--- config.mk ---
export PLATFORM = sky130hd
export DESIGN_NAME = seq_detect_scheduler
export DESIGN_NICKNAME = d
export VERILOG_FILES = /design/src/rtl/seq_detect_scheduler.sv
export SDC_FILE = /design/constraint.sdc
export NUM_CORES = 1
export LEC_CHECK = 0
export CAP_MARGIN = 40
export CELL_PAD_IN_SITES_DETAIL_PLACEMENT = 0
export CELL_PAD_IN_SITES_GLOBAL_PLACEMENT = 1
export CORE_MARGIN = 2
export CORE_UTILIZATION = 35
export DETAILED_ROUTE_END_ITERATION = 10
export HOLD_SLACK_MARGIN = 0.1
export PLACE_DENSITY_LB_ADDON = 0.1
export SYNTH_ARGS = -nofsm -noshare
export SYNTH_HDL_FRONTEND = slang
export SYNTH_SLANG_ARGS = --single-unit
--- constraint.sdc ---
create_clock -name clk -period 1.5 [get_ports clk]
set_input_delay 0.15 -clock clk [delete_from_list [all_inputs] [get_ports clk]]
set_output_delay 0.15 -clock clk [all_outputs]
set_load 0.02 [all_outputs]
--- src/rtl/seq_detect_scheduler.sv ---
// Round-robin scheduler that grants one requester at a time a burst of up to BURST serial bits,
// feeding the grantee's bits through a shared six-state Moore sequence detector.
module seq_detect_scheduler #(
   parameter int unsigned NREQ  = 4,
   parameter int unsigned BURST = 8
) (
   input  logic                     clk,
   input  logic                     reset,
   input  logic [NREQ-1:0]          req,
   input  logic [NREQ-1:0]          w,
   output logic [NREQ-1:0]          grant,
   output logic [$clog2(NREQ)-1:0]  owner,
   output logic                     busy,
   output logic                     z,
   output logic                     done
);

   localparam int unsigned OW = $clog2(NREQ);
   localparam int unsigned CW = $clog2(BURST + 1);

   typedef enum logic [1:0] {StIdle, StRun, StRelease} state_e;
   typedef enum logic [2:0] {DetA, DetB, DetC, DetD, DetE, DetF} det_e;

   state_e          state_q, state_d;
   det_e            det_q, det_d;
   logic [OW-1:0]   owner_q, owner_d;
   logic [OW-1:0]   last_q, last_d;
   logic [NREQ-1:0] grant_q, grant_d;
   logic [CW-1:0]   cnt_q, cnt_d;
   logic            z_q, z_d;
   logic [OW-1:0]   win;

   function automatic det_e det_next(input det_e s, input logic b);
      det_e n;
      unique case (s)
         DetA:    n = b ? DetA : DetB;
         DetB:    n = b ? DetD : DetC;
         DetC:    n = b ? DetD : DetE;
         DetD:    n = b ? DetA : DetF;
         DetE:    n = b ? DetD : DetE;
         DetF:    n = b ? DetD : DetC;
         default: n = DetA;
      endcase
      return n;
   endfunction

   // Search starts just after the last grantee and wraps, so every requester gets a turn.
   always_comb begin
      logic          found;
      int unsigned   idx;
      logic [OW-1:0] idx_t;
      found = 1'b0;
      win   = '0;
      for (int unsigned k = 1; k <= NREQ; k++) begin
         idx   = (32'(last_q) + k) % NREQ;
         idx_t = OW'(idx);
         if (!found && req[idx_t]) begin
            found = 1'b1;
            win   = idx_t;
         end
      end
   end

   always_comb begin
      state_d = state_q;
      det_d   = det_q;
      owner_d = owner_q;
      last_d  = last_q;
      grant_d = grant_q;
      cnt_d   = cnt_q;
      unique case (state_q)
         StIdle: begin
            grant_d = '0;
            if (|req) begin
               state_d = StRun;
               owner_d = win;
               grant_d = {{(NREQ-1){1'b0}}, 1'b1} << win;
               cnt_d   = '0;
               det_d   = DetA;
            end
         end
         StRun: begin
            if (req[owner_q]) begin
               det_d = det_next(det_q, w[owner_q]);
               cnt_d = cnt_q + CW'(1);
               if (cnt_q == CW'(BURST - 1)) begin
                  state_d = StRelease;
                  last_d  = owner_q;
                  grant_d = '0;
                  det_d   = DetA;
               end
            end else begin
               // Requester withdrew: abort without consuming a bit.
               state_d = StRelease;
               last_d  = owner_q;
               grant_d = '0;
               det_d   = DetA;
            end
         end
         StRelease: begin
            state_d = StIdle;
            grant_d = '0;
            det_d   = DetA;
         end
         default: begin
            state_d = StIdle;
            grant_d = '0;
            det_d   = DetA;
         end
      endcase
      z_d = (state_d == StRun) && ((det_d == DetE) || (det_d == DetF));
   end

   always_ff @(posedge clk or posedge reset) begin
      if (reset) begin
         state_q <= StIdle;
         det_q   <= DetA;
         owner_q <= '0;
         last_q  <= OW'(NREQ - 1);
         grant_q <= '0;
         cnt_q   <= '0;
         z_q     <= 1'b0;
      end else begin
         state_q <= state_d;
         det_q   <= det_d;
         owner_q <= owner_d;
         last_q  <= last_d;
         grant_q <= grant_d;
         cnt_q   <= cnt_d;
         z_q     <= z_d;
      end
   end

   assign grant = grant_q;
   assign owner = owner_q;
   assign busy  = (state_q == StRun);
   assign done  = (state_q == StRelease);
   assign z     = z_q;

endmodule

==> results of run 1 <==
==> worst register-to-register path: stages (launching register included) <==
cell      delay (ns)
dfrtp_2         0.43
mux4_2          0.62
a21boi_4        0.22
mux2_4          0.32
==> registers in the layout, indices dropped and copies added, names as in the netlist <==
signal,count
grant,4
owner,2
state_q,2
cnt_q,4
z,1
det_q,3
last_q,2
==> power groups by stage <==
stage | sequential (mW) | combinational [mW] | clock (mW)
after detailed placement | 0.882 | 1.37 | 0
after global placement | 0.882 | 1.37 | 0
after global routing | 0.913 | 1.61 | 0.337
after CTS | 0.879 | 1.38 | 0.316
after floorplan | 0.923 | 0.783 | 0
final | 0.880 | 1.45 | 0.302
==> cells in the mapped netlist (2+ instances only) <==
library cell,n,area share (%)
and3_1,2,1.2
a22o_1,4,3.5
o21ai_1,2,1.0
nand2b_1,2,1.2
dfstp_2,2,5.2
mux2i_1,3,3.0
dfrtp_1,16,40
a21oi_1,3,1.5
o22ai_1,2,1.2
mux2_1,2,2.2
inv_1,2,0.75
o21ai_0,7,3.5
mux2_2,2,2.2
nand3_1,3,1.5
nor2b_1,4,2.5
nand2_1,9,3.4
a21o_1,3,2.2
xor2_1,3,2.6
nor2_1,7,2.6
==> worst max path at each step <==
stage	start	endpoint	depth (start not counted)	slack (ns)
global route	owner[0]	last_q[1]	3	-0.21
global placement	req[0]	last_q[0]	4	-0.33
finish	owner[0]	last_q[0]	3	-0.14
detailed placement	req[0]	last_q[0]	4	-0.37
floorplan	owner[0]	det_q[1]	5	-0.16
CTS	owner[0]	det_q[0]	4	-0.12
==> cell usage in the layout, fill, tap and decap left out, types with 2 or more instances in the layout <==
master and instances:
nor2_1 7, dfstp_2 2, nand2b_1 2, dlygate4sd2_1 4
a22o_1 4, o21ai_1 2, mux2_2 2, o21ai_0 7
dfrtp_1 14, dfrtp_2 2, nand3_2 2, a21oi_1 3
nor2b_1 4, clkbuf_4 3, clkdlybuf4s50_1 13, a21o_1 3
nand2_1 9, inv_1 2, mux2i_1 3, o22ai_1 2
mux2_4 2, buf_4 15, mux4_2 2, xor2_1 3
==> area by class of cell <==
class / instances / area [sq um] / area share, %
repair buffers: 34 / 301.5 / 21.48
flip-flops and latches: 18 / 455.4 / 32.44
multi-input cells: 75 / 564.3 / 40.20
well taps: 31 / 38.79 / 2.763
clock buffers: 4 / 36.28 / 2.585
inverters: 2 / 7.507 / 0.5348
==> metal layers <==
metal	vias to the layer above	part of all wire, %	track usage, %
met5	-	0	0
met4	0	1.9	8.970
met3	4	2.4	2.009
met2	11	48	25.49
met1	421	48	21.07
li1	433	-	-
==> cells by family (layout without fill, tap and decap cells) <==
| logic type | after synthesis | in the layout | synth area share (%) |
|---|---|---|---|
| simple gates | 34 | 35 | 18.03 |
| compound gates | 27 | 27 | 18.53 |
| flops | 18 | 18 | 45.02 |
| mux | 9 | 9 | 12.31 |
| buf+inv | 4 | 40 | 2.239 |
| xor+xnor | 3 | 3 | 2.612 |
| fa+ha+maj | 1 | 1 | 1.244 |
==> repair_timing <==
item	in CTS	in global routing
setup buffers	0	1
endpoints found under the setup margin	18	17
resized for setup	7	5
pin swaps	1	2
gates cloned	0	1
endpoints found under the hold margin	0	0
==> per-stage QoR <==
stage	hold slack [ns]	instances	TNS (ns)	instance area, sq um
2_1_floorplan	0.08704	96	-1.498	1017
3_3_place_gp	0.4924	158	-4.497	1333
3_5_place_dp	0.5007	158	-4.834	1333
4_1_cts	0.1753	162	-1.051	1376
5_1_grt	0.1785	164	-2.659	1404
6_report	0.1697	164	-1.457	1404
==> out/metrics.cfg, run 1 <==
[clocking]
clockRootBuffer = clkbuf_4
cts_tree = done
cts_htree_levels = 1
clock_latency_ns = 0.30
clkTransAtPathRegs_ns = 0.10
cts_buffers = 3
cts_buffer_depth = 2
cts_sinks = 18
cts_hold_buf = 0

[sta]
finalCritPeriodShare_pct = 109.5
worstMarginPinSlew_ns = 0.4836
rsz0062_at_grt = yes
min_period_ns = 1.643
max_freq_mhz = 608.7
setup_viol = 15
maxSlewViolCount = 0
slew_headroom_pct = 67.35
finClkSkew_ns = 0.004096
finalHoldViolCount = 0
setup_slack_ns = -0.1428

[power]
power.leakage_nw = 0.6599
swShare_pct = 38.98
pwr-share-clk_pct = 11.5
power.switching_mw = 1.028
p_per_area_nw_per_um2 = 1878
p_comb_share_pct = 55.1
seq_power_share_pct = 33.4
power_mw = 2.637
vdd_drop_max_v = 0.0009997
power.internal_mw = 1.609

[worst_setup_path]
cp_data_arrival_time_ns = 1.88
rr_startpoint = owner[0]
required_ns = 1.74
cp-start-kind = register
crit_fanout = 7
worstSetupEndpointType = register
cpMaxStageDelayCell = mux4_2
critPathBufInv = 0
rr_endpoint = last_q[0]
cp_cell_sequence = mux4_2 -> a21boi_4 -> mux2_4
cp_slowest_stage_delay_ns = 0.62
cp_top_family = multiplexers
ff2ff_setup_slack_ns = -0.14
r2r_cells = 3
timing.setup.critical_path_class = reg2reg

[logic_synthesis]
async_flop_share_pct = 100.0
syn_inst = 96
syn_nets = 107
synth-edff-count = 0
synth_area_per_cell_sq_um = 10.48
syn-cell-area_sq_um = 1006
yosysWarnings = 0
yosysSeqAreaShare_pct = 45.02
ys_seq_elements = 18
ys.flop_type = dfrtp_1
synth_cell_type_count = 37

[floorplanning]
rows = 19
start_util_pct = 36.80
die_w_microns = 57.61
die_area_sq_um = 3319
fp.dieH_microns = 57.61
io_pins = 19
core_area_sq_um = 2734

[cells_and_area]
nets = 145
fillCellCount = 257
areaGrowthSynthToFinish_pct = 39.55
drive_gt1_share_pct = 28.57
finish.utilization_pct = 51.35
diodes = 0

[placed_design]
dp_slack_ns = -0.3686
place_congestion = 0.7631
io_buffer_count = 18
dp.final_hpwl_microns = 1709

[routing]
vias = 869
drtIter0Drc = 19
firstDrtPassIters = 4
via_per_inst = 5.299
wl_microns = 2369
ant_nets = 0
remaining_drc_errors = 0
wire_per_inst_microns = 14.45

[global_route]
overflow = 0
antenna_found_initial = 0
grt_max_degree = 19
grt_pass1_wl_microns = 4022
grt_pass1_vias = 918
track_usage_pct = 15.98

[status]
outcome = complete, but fails checks
violations = negative setup slack

[run]
drv_cap = 0

[min_path]
hold_class = in2async

(Power assumes the default switching activity.)
==> run 2, diff against run 1 <==
Settings changed: CORE_ASPECT_RATIO set to 1.1, CORE_UTILIZATION 35 to 42.
Clock period 1.5 ns to 2.1 ns, I/O delays scaled along.
==> run 2 against run 1 <==
Flip-flop and latch count unchanged. Clock skew decreased by 0.0011 ns. The run now ends clean. Setup slack improved by 0.29 ns. Register-to-register slack improved by 0.47 ns.
==> out/metrics.cfg, run 2 (same netlist as run 1, synthesis figures left out) <==
[placed_design]
io_buffer_count = 18  ; unchanged
dp_slack_ns = 0.1455  ; +0.5141 ns
dp.final_hpwl_microns = 1653  ; -3.3%
place_congestion = 0.7390  ; -3.2%
dp_cells = 143  ; -9.5%

[floorplanning]
die_area_sq_um = 2803  ; -16%
io_pins = 19  ; unchanged
die_w_microns = 50.66  ; -12%
rows = 18  ; -1
core_area_sq_um = 2252  ; -18%
start_util_pct = 44.67  ; +7.9 points
fp.dieH_microns = 55.33  ; -4.0%

[worst_setup_path]
r2r_cells = 5  ; +2
required_ns = 1.89  ; +0.15 ns
worstSetupEndpointType = output pin
crit_fanout = 8  ; +1
cp_slowest_stage_delay_ns = 0.67  ; +0.05 ns
rr_startpoint = owner[0]
cp_cell_sequence = nor2b_1 -> clkdlybuf4s50_1
cp-start-kind = register
timing.setup.critical_path_class = reg2out
rr_endpoint = cnt_q[0]
ff2ff_setup_slack_ns = 0.33  ; +0.47 ns
cpMaxStageDelayCell = clkdlybuf4s50_1
cp_data_arrival_time_ns = 1.74  ; -0.14 ns

[power]
power.switching_mw = 0.6678  ; -35%
seq_power_share_pct = 39.0  ; +5.6 points
p_comb_share_pct = 49.8  ; -5.3 points
power.leakage_nw = 0.5443  ; -18%
swShare_pct = 40.57  ; +1.6 points
power.internal_mw = 0.9780  ; -39%
pwr-share-clk_pct = 11.2  ; -0.3 points
p_per_area_nw_per_um2 = 1325  ; -29%
vdd_drop_max_v = 0.0007088  ; -29%
power_mw = 1.646  ; -38%

[clocking]
clkTransAtPathRegs_ns = 0.10  ; about the same
cts_sinks = 18  ; unchanged
post-cts-setup-buffers = 0  ; unchanged
cts_resized = 0  ; -7
cts_buffers = 3  ; unchanged
clock_latency_ns = 0.30  ; about the same
cts_htree_levels = 1  ; unchanged
cts_hold_buf = 0  ; unchanged
cts_tree = done
clockRootBuffer = clkbuf_4
cts_buffer_depth = 2  ; unchanged

[sta]
min_period_ns = 1.952
finalCritPeriodShare_pct = 92.96
finalHoldViolCount = 0  ; unchanged
fin_setup_tns_ns = 0  ; +1.457 ns
rsz0062_at_grt = no
setup_viol = 0  ; -15
setup_slack_ns = 0.1479  ; +0.2907 ns
max_freq_mhz = 512.3
finClkSkew_ns = 0.002982  ; -0.001114 ns
worstMarginPinSlew_ns = 0.6666  ; +0.1831 ns
maxSlewViolCount = 0  ; unchanged
slew_headroom_pct = 55.51  ; -12 points

[cells_and_area]
nets = 129  ; -11%
final_common_cell = clkdlybuf4s50_1
fillCellCount = 217  ; -16%
diodes = 0  ; unchanged
areaGrowthSynthToFinish_pct = 23.51
final_cell_mix = 18 x clkdlybuf4s50_1, 16 x dfrtp_1, 9 x nand2_1
drive_gt1_share_pct = 11.11  ; -17 points
instances_no_fill = 147  ; -10%
finish.utilization_pct = 55.17  ; +3.8 points

[routing]
drtIter0Drc = 10  ; -9
wire_per_inst_microns = 14.71  ; +1.8%
wl_microns = 2162  ; -8.7%
via_per_inst = 5.449  ; +2.8%
ant_nets = 0  ; unchanged
vias = 801  ; -7.8%
firstDrtPassIters = 4  ; unchanged
remaining_drc_errors = 0  ; unchanged

[status]
outcome = completed

[global_route]
track_usage_pct = 17.18  ; +1.2 points
grt_pass1_vias = 873  ; -4.9%
overflow = 0  ; unchanged
antenna_found_initial = 0  ; unchanged
grt_pass1_wl_microns = 3712  ; -7.7%
grt_max_degree = 19  ; unchanged

[min_path]
hold_class = in2async

[run]
drv_cap = 0  ; unchanged

-- run 2: critical path, delay by kind of cell, from the launching register on --
family                 cells  cell delay, ns
flip-flops                 1            0.47
AND/OR/NAND/NOR            1            0.30
buffers and inverters      1            0.67
-- run 2: power by group through the flow --
stage / clock network, mW / registers, mW / logic [mW]
floorplan: 0 / 0.656 / 0.532
global placement: 0 / 0.643 / 0.808
detailed placement: 0 / 0.652 / 0.827
CTS: 0.191 / 0.644 / 0.831
global route: 0.210 / 0.666 / 0.901
finish: 0.184 / 0.642 / 0.820
-- run 2: worst max path at each step --
stage / endpoint / from / cells past startpoint / slack [ns]
2_1_floorplan: grant[1] / owner[0] / 4 / 0.33
4_1_cts: busy / state_q[1] / 2 / 0.13
3_3_place_gp: grant[0] / req[0] / 5 / 0.15
5_1_grt: busy / state_q[1] / 2 / 0.05
6_report: busy / state_q[1] / 2 / 0.15
3_5_place_dp: grant[1] / req[0] / 5 / 0.15
-- run 2: metal layers --
layer	up-vias	global-route usage (%)	share of wire (%)
li1	394	-	-
met1	387	20.10	45
met2	16	30.64	51
met3	4	1.892	2.2
met4	0	8.108	1.6
met5	-	0	0
-- run 2: final cells by class --
class	instances	area, sq um	share of cell area (%)
Clock buffer	4	26.28	2.115
Inverter	2	7.507	0.6042
Multi-Input combinational cell	74	530.5	42.70
Sequential cell	18	452.9	36.46
Tap cell	30	37.54	3.021
Timing Repair Buffer	19	187.7	15.11
-- run 2: metrics by stage --
step | cell area [sq um] | hold WS (ns)
CTS | 1242 | 0.3261
global route | 1242 | 0.3660
floorplan | 1006 | 0.1471
global placement | 1216 | 0.4917
detailed placement | 1216 | 0.4937
finish | 1242 | 0.3001
==> variant: new RTL, config.mk and constraints of run 1 <==
Re-encode `state_e` (3 states) as one-hot, 3 bits wide.
--- a/src/rtl/seq_detect_scheduler.sv
+++ b/src/rtl/seq_detect_scheduler.sv
@@ -18,7 +18,7 @@
    localparam int unsigned OW = $clog2(NREQ);
    localparam int unsigned CW = $clog2(BURST + 1);
 
-   typedef enum logic [1:0] {StIdle, StRun, StRelease} state_e;
+   typedef enum logic [2:0] {StIdle = 3'b001, StRun = 3'b010, StRelease = 3'b100} state_e;
    typedef enum logic [2:0] {DetA, DetB, DetC, DetD, DetE, DetF} det_e;
 
    state_e          state_q, state_d;
Function: no difference found for any inputs over 10 cycles, from zero or initial values and one cycle with reset high; not proved beyond that.
==> variant against run 1 <==
- the run still ends with negative setup slack left
- critical endpoint is now grant[2]
- final area rose by 16%
- synthesized area rose by 1.4%
- sequential cell count rose by 1
- cell count rose by 6.1%
- clock power fell by 13%
- routed wire length rose by 19%
- power rose by 8.5%
- critical path type unchanged
- worst setup slack got worse by 0.019 ns
- fmax fell by 1.1%
==> variant: results (changes against run 1) <==
\begin{tabular}{lr}
\hline
Metric & Value \\
\hline
\multicolumn{2}{l}{\textbf{Outcome}} \\
\quad Status & finished, violations left \\
\quad Failing checks & negative setup slack \\
\multicolumn{2}{l}{\textbf{Detailed routing}} \\
\quad DR vias/cell & 5.534 (+4.4\%) \\
\multicolumn{2}{l}{\textbf{Logic synthesis}} \\
\quad Net count of the mapped netlist & 106 (-0.93\%) \\
\quad Post-synth top cells & sky130\_fd\_sc\_hd\_\_dfrtp\_1 (16), sky130\_fd\_sc\_hd\_\_nor2\_1 (8), sky130\_fd\_sc\_hd\_\_o21ai\_0 (7) \\
\quad Post-synthesis cell type count & 40 (+8.1\%) \\
\quad Sequential element share of the synthesized area & 0.4699 (+0.01969) \\
\quad Syn avg cell area & 10.73 um2 (+2.4\%) \\
\quad Post-synthesis compound-gate area fraction & 0.1877 (+0.002407) \\
\quad Synthesized-area fraction occupied by xor and xnor cells & 0.008589 (-0.01753) \\
\quad Dominant cells by area after synthesis & sky130\_fd\_sc\_hd\_\_dfrtp\_1 (39\%), sky130\_fd\_sc\_hd\_\_dfstp\_2 (7.7\%), sky130\_fd\_sc\_hd\_\_mux4\_2 (4.4\%) \\
\multicolumn{2}{l}{\textbf{Final layout}} \\
\quad Multi-input logic area & 640.6 um2 (+14\%) \\
\quad Fraction of layout cells with a size suffix above 1 & 0.4476 (+0.1618) \\
\quad Filler cell count in the final layout & 239 (-7.0\%) \\
\multicolumn{2}{l}{\textbf{Worst setup path}} \\
\quad CP delay by family, top & flip-flops \\
\quad Largest stage delay on the critical path & 0.56 ns (-0.06 ns) \\
\quad Maximum fanout encountered on the critical timing path & 4 (-3) \\
\quad Worst path slowest cell & sky130\_fd\_sc\_hd\_\_dfstp\_2 \\
\quad Startpoint of the lowest-slack register-to-register path & state\_q[0] \\
\multicolumn{2}{l}{\textbf{Placement}} \\
\quad Half-perimeter wire length after placement & 1929 um (+13\%) \\
\quad Placement Setup Slack & -0.4874 ns (-0.1187 ns) \\
\quad Placed inst area & 0.001400 mm2 (+5.1\%) \\
\quad Cell Count Post-Placement & 162 (+2.5\%) \\
\quad Final Wtd Congestion & 0.7978 (+4.5\%) \\
\multicolumn{2}{l}{\textbf{STA}} \\
\quad Hold WS & 0.1582 ns (-0.01143 ns) \\
\quad Final setup violation count & 17 (+2) \\
\quad Worst path setup slack after routing & -0.1616 ns (-0.01889 ns) \\
\quad Actual slew at the worst max-slew pin & 0.4152 ns (-0.06836 ns) \\
\quad Sum Neg Setup Slack & -1.443 ns (+0.01360 ns) \\
\multicolumn{2}{l}{\textbf{GRT}} \\
\quad First-pass GRT wire length & 4616 um (+15\%) \\
\quad Vias in the first global route & 986 (+7.4\%) \\
\multicolumn{2}{l}{\textbf{Pwr}} \\
\quad VDD IR-drop max & 0.001264 V (+26\%) \\
\hline
\end{tabular}
==> variant: cell count changes after synthesis, sizes merged, moves of 2 or more <==
cell   before  now
mux2        4    2
nand2       9    6
nor2b       4    2
nor3b       0    2
o21ai       9    7
o31ai       0    3
o41ai       0    2
xor2        3    1
==> variant: layout make-up <==
type | count | share of cell area
Multi-Input combinational cell | 70 | 0.3932
Sequential cell | 19 | 0.2949
Timing Repair Buffer | 47 | 0.2573
Tap cell | 31 | 0.02381
Clock buffer | 4 | 0.01613
Inverter | 3 | 0.01459
==> variant: logic make-up after synthesis <==
| logic type | count (synthesis) |
|---|---|
| AOI/OAI and AO/OA | 28 |
| xor gates and xnor gates | 1 |
| adders and majority gates | 1 |
| buffers and inverters | 6 |
| DFF | 19 |
| muxes | 6 |
| and+or+nand+nor | 34 |
==> variant: where the power goes <==
part / switching [W] / internal [W]
Combinational: 0.000849 / 0.000931
Clock: 0.000160 / 0.000104
Sequential: 0.000121 / 0.000696
==> variant: worst max-delay path by stage <==
stage                          start       end  slack, ns  cells past startpoint
after floorplan             owner[0]  cnt_q[3]      -0.13                      4
after global placement        req[0]  grant[2]      -0.44                      5
after detailed placement      req[0]  cnt_q[2]      -0.49                      6
after CTS                 state_q[0]  cnt_q[3]      -0.15                      6
after global routing      state_q[0]  grant[2]      -0.22                      7
final                     state_q[0]  grant[2]      -0.16                      7
==> variant: timing repair <==
action	CTS	global route
gates resized for setup	33	21
buffers inserted	5	4
pin swaps	9	3
setup endpoints to repair	21	20
==> variant: metal layers <==
| metal | global-route usage | part of all wire |
|---|---|---|
| met1 | 0.2629 | 0.47 |
| met2 | 0.2711 | 0.48 |
| met3 | 0.02679 | 0.033 |
| met4 | 0.06645 | 0.015 |
| met5 | 0 | 0 |
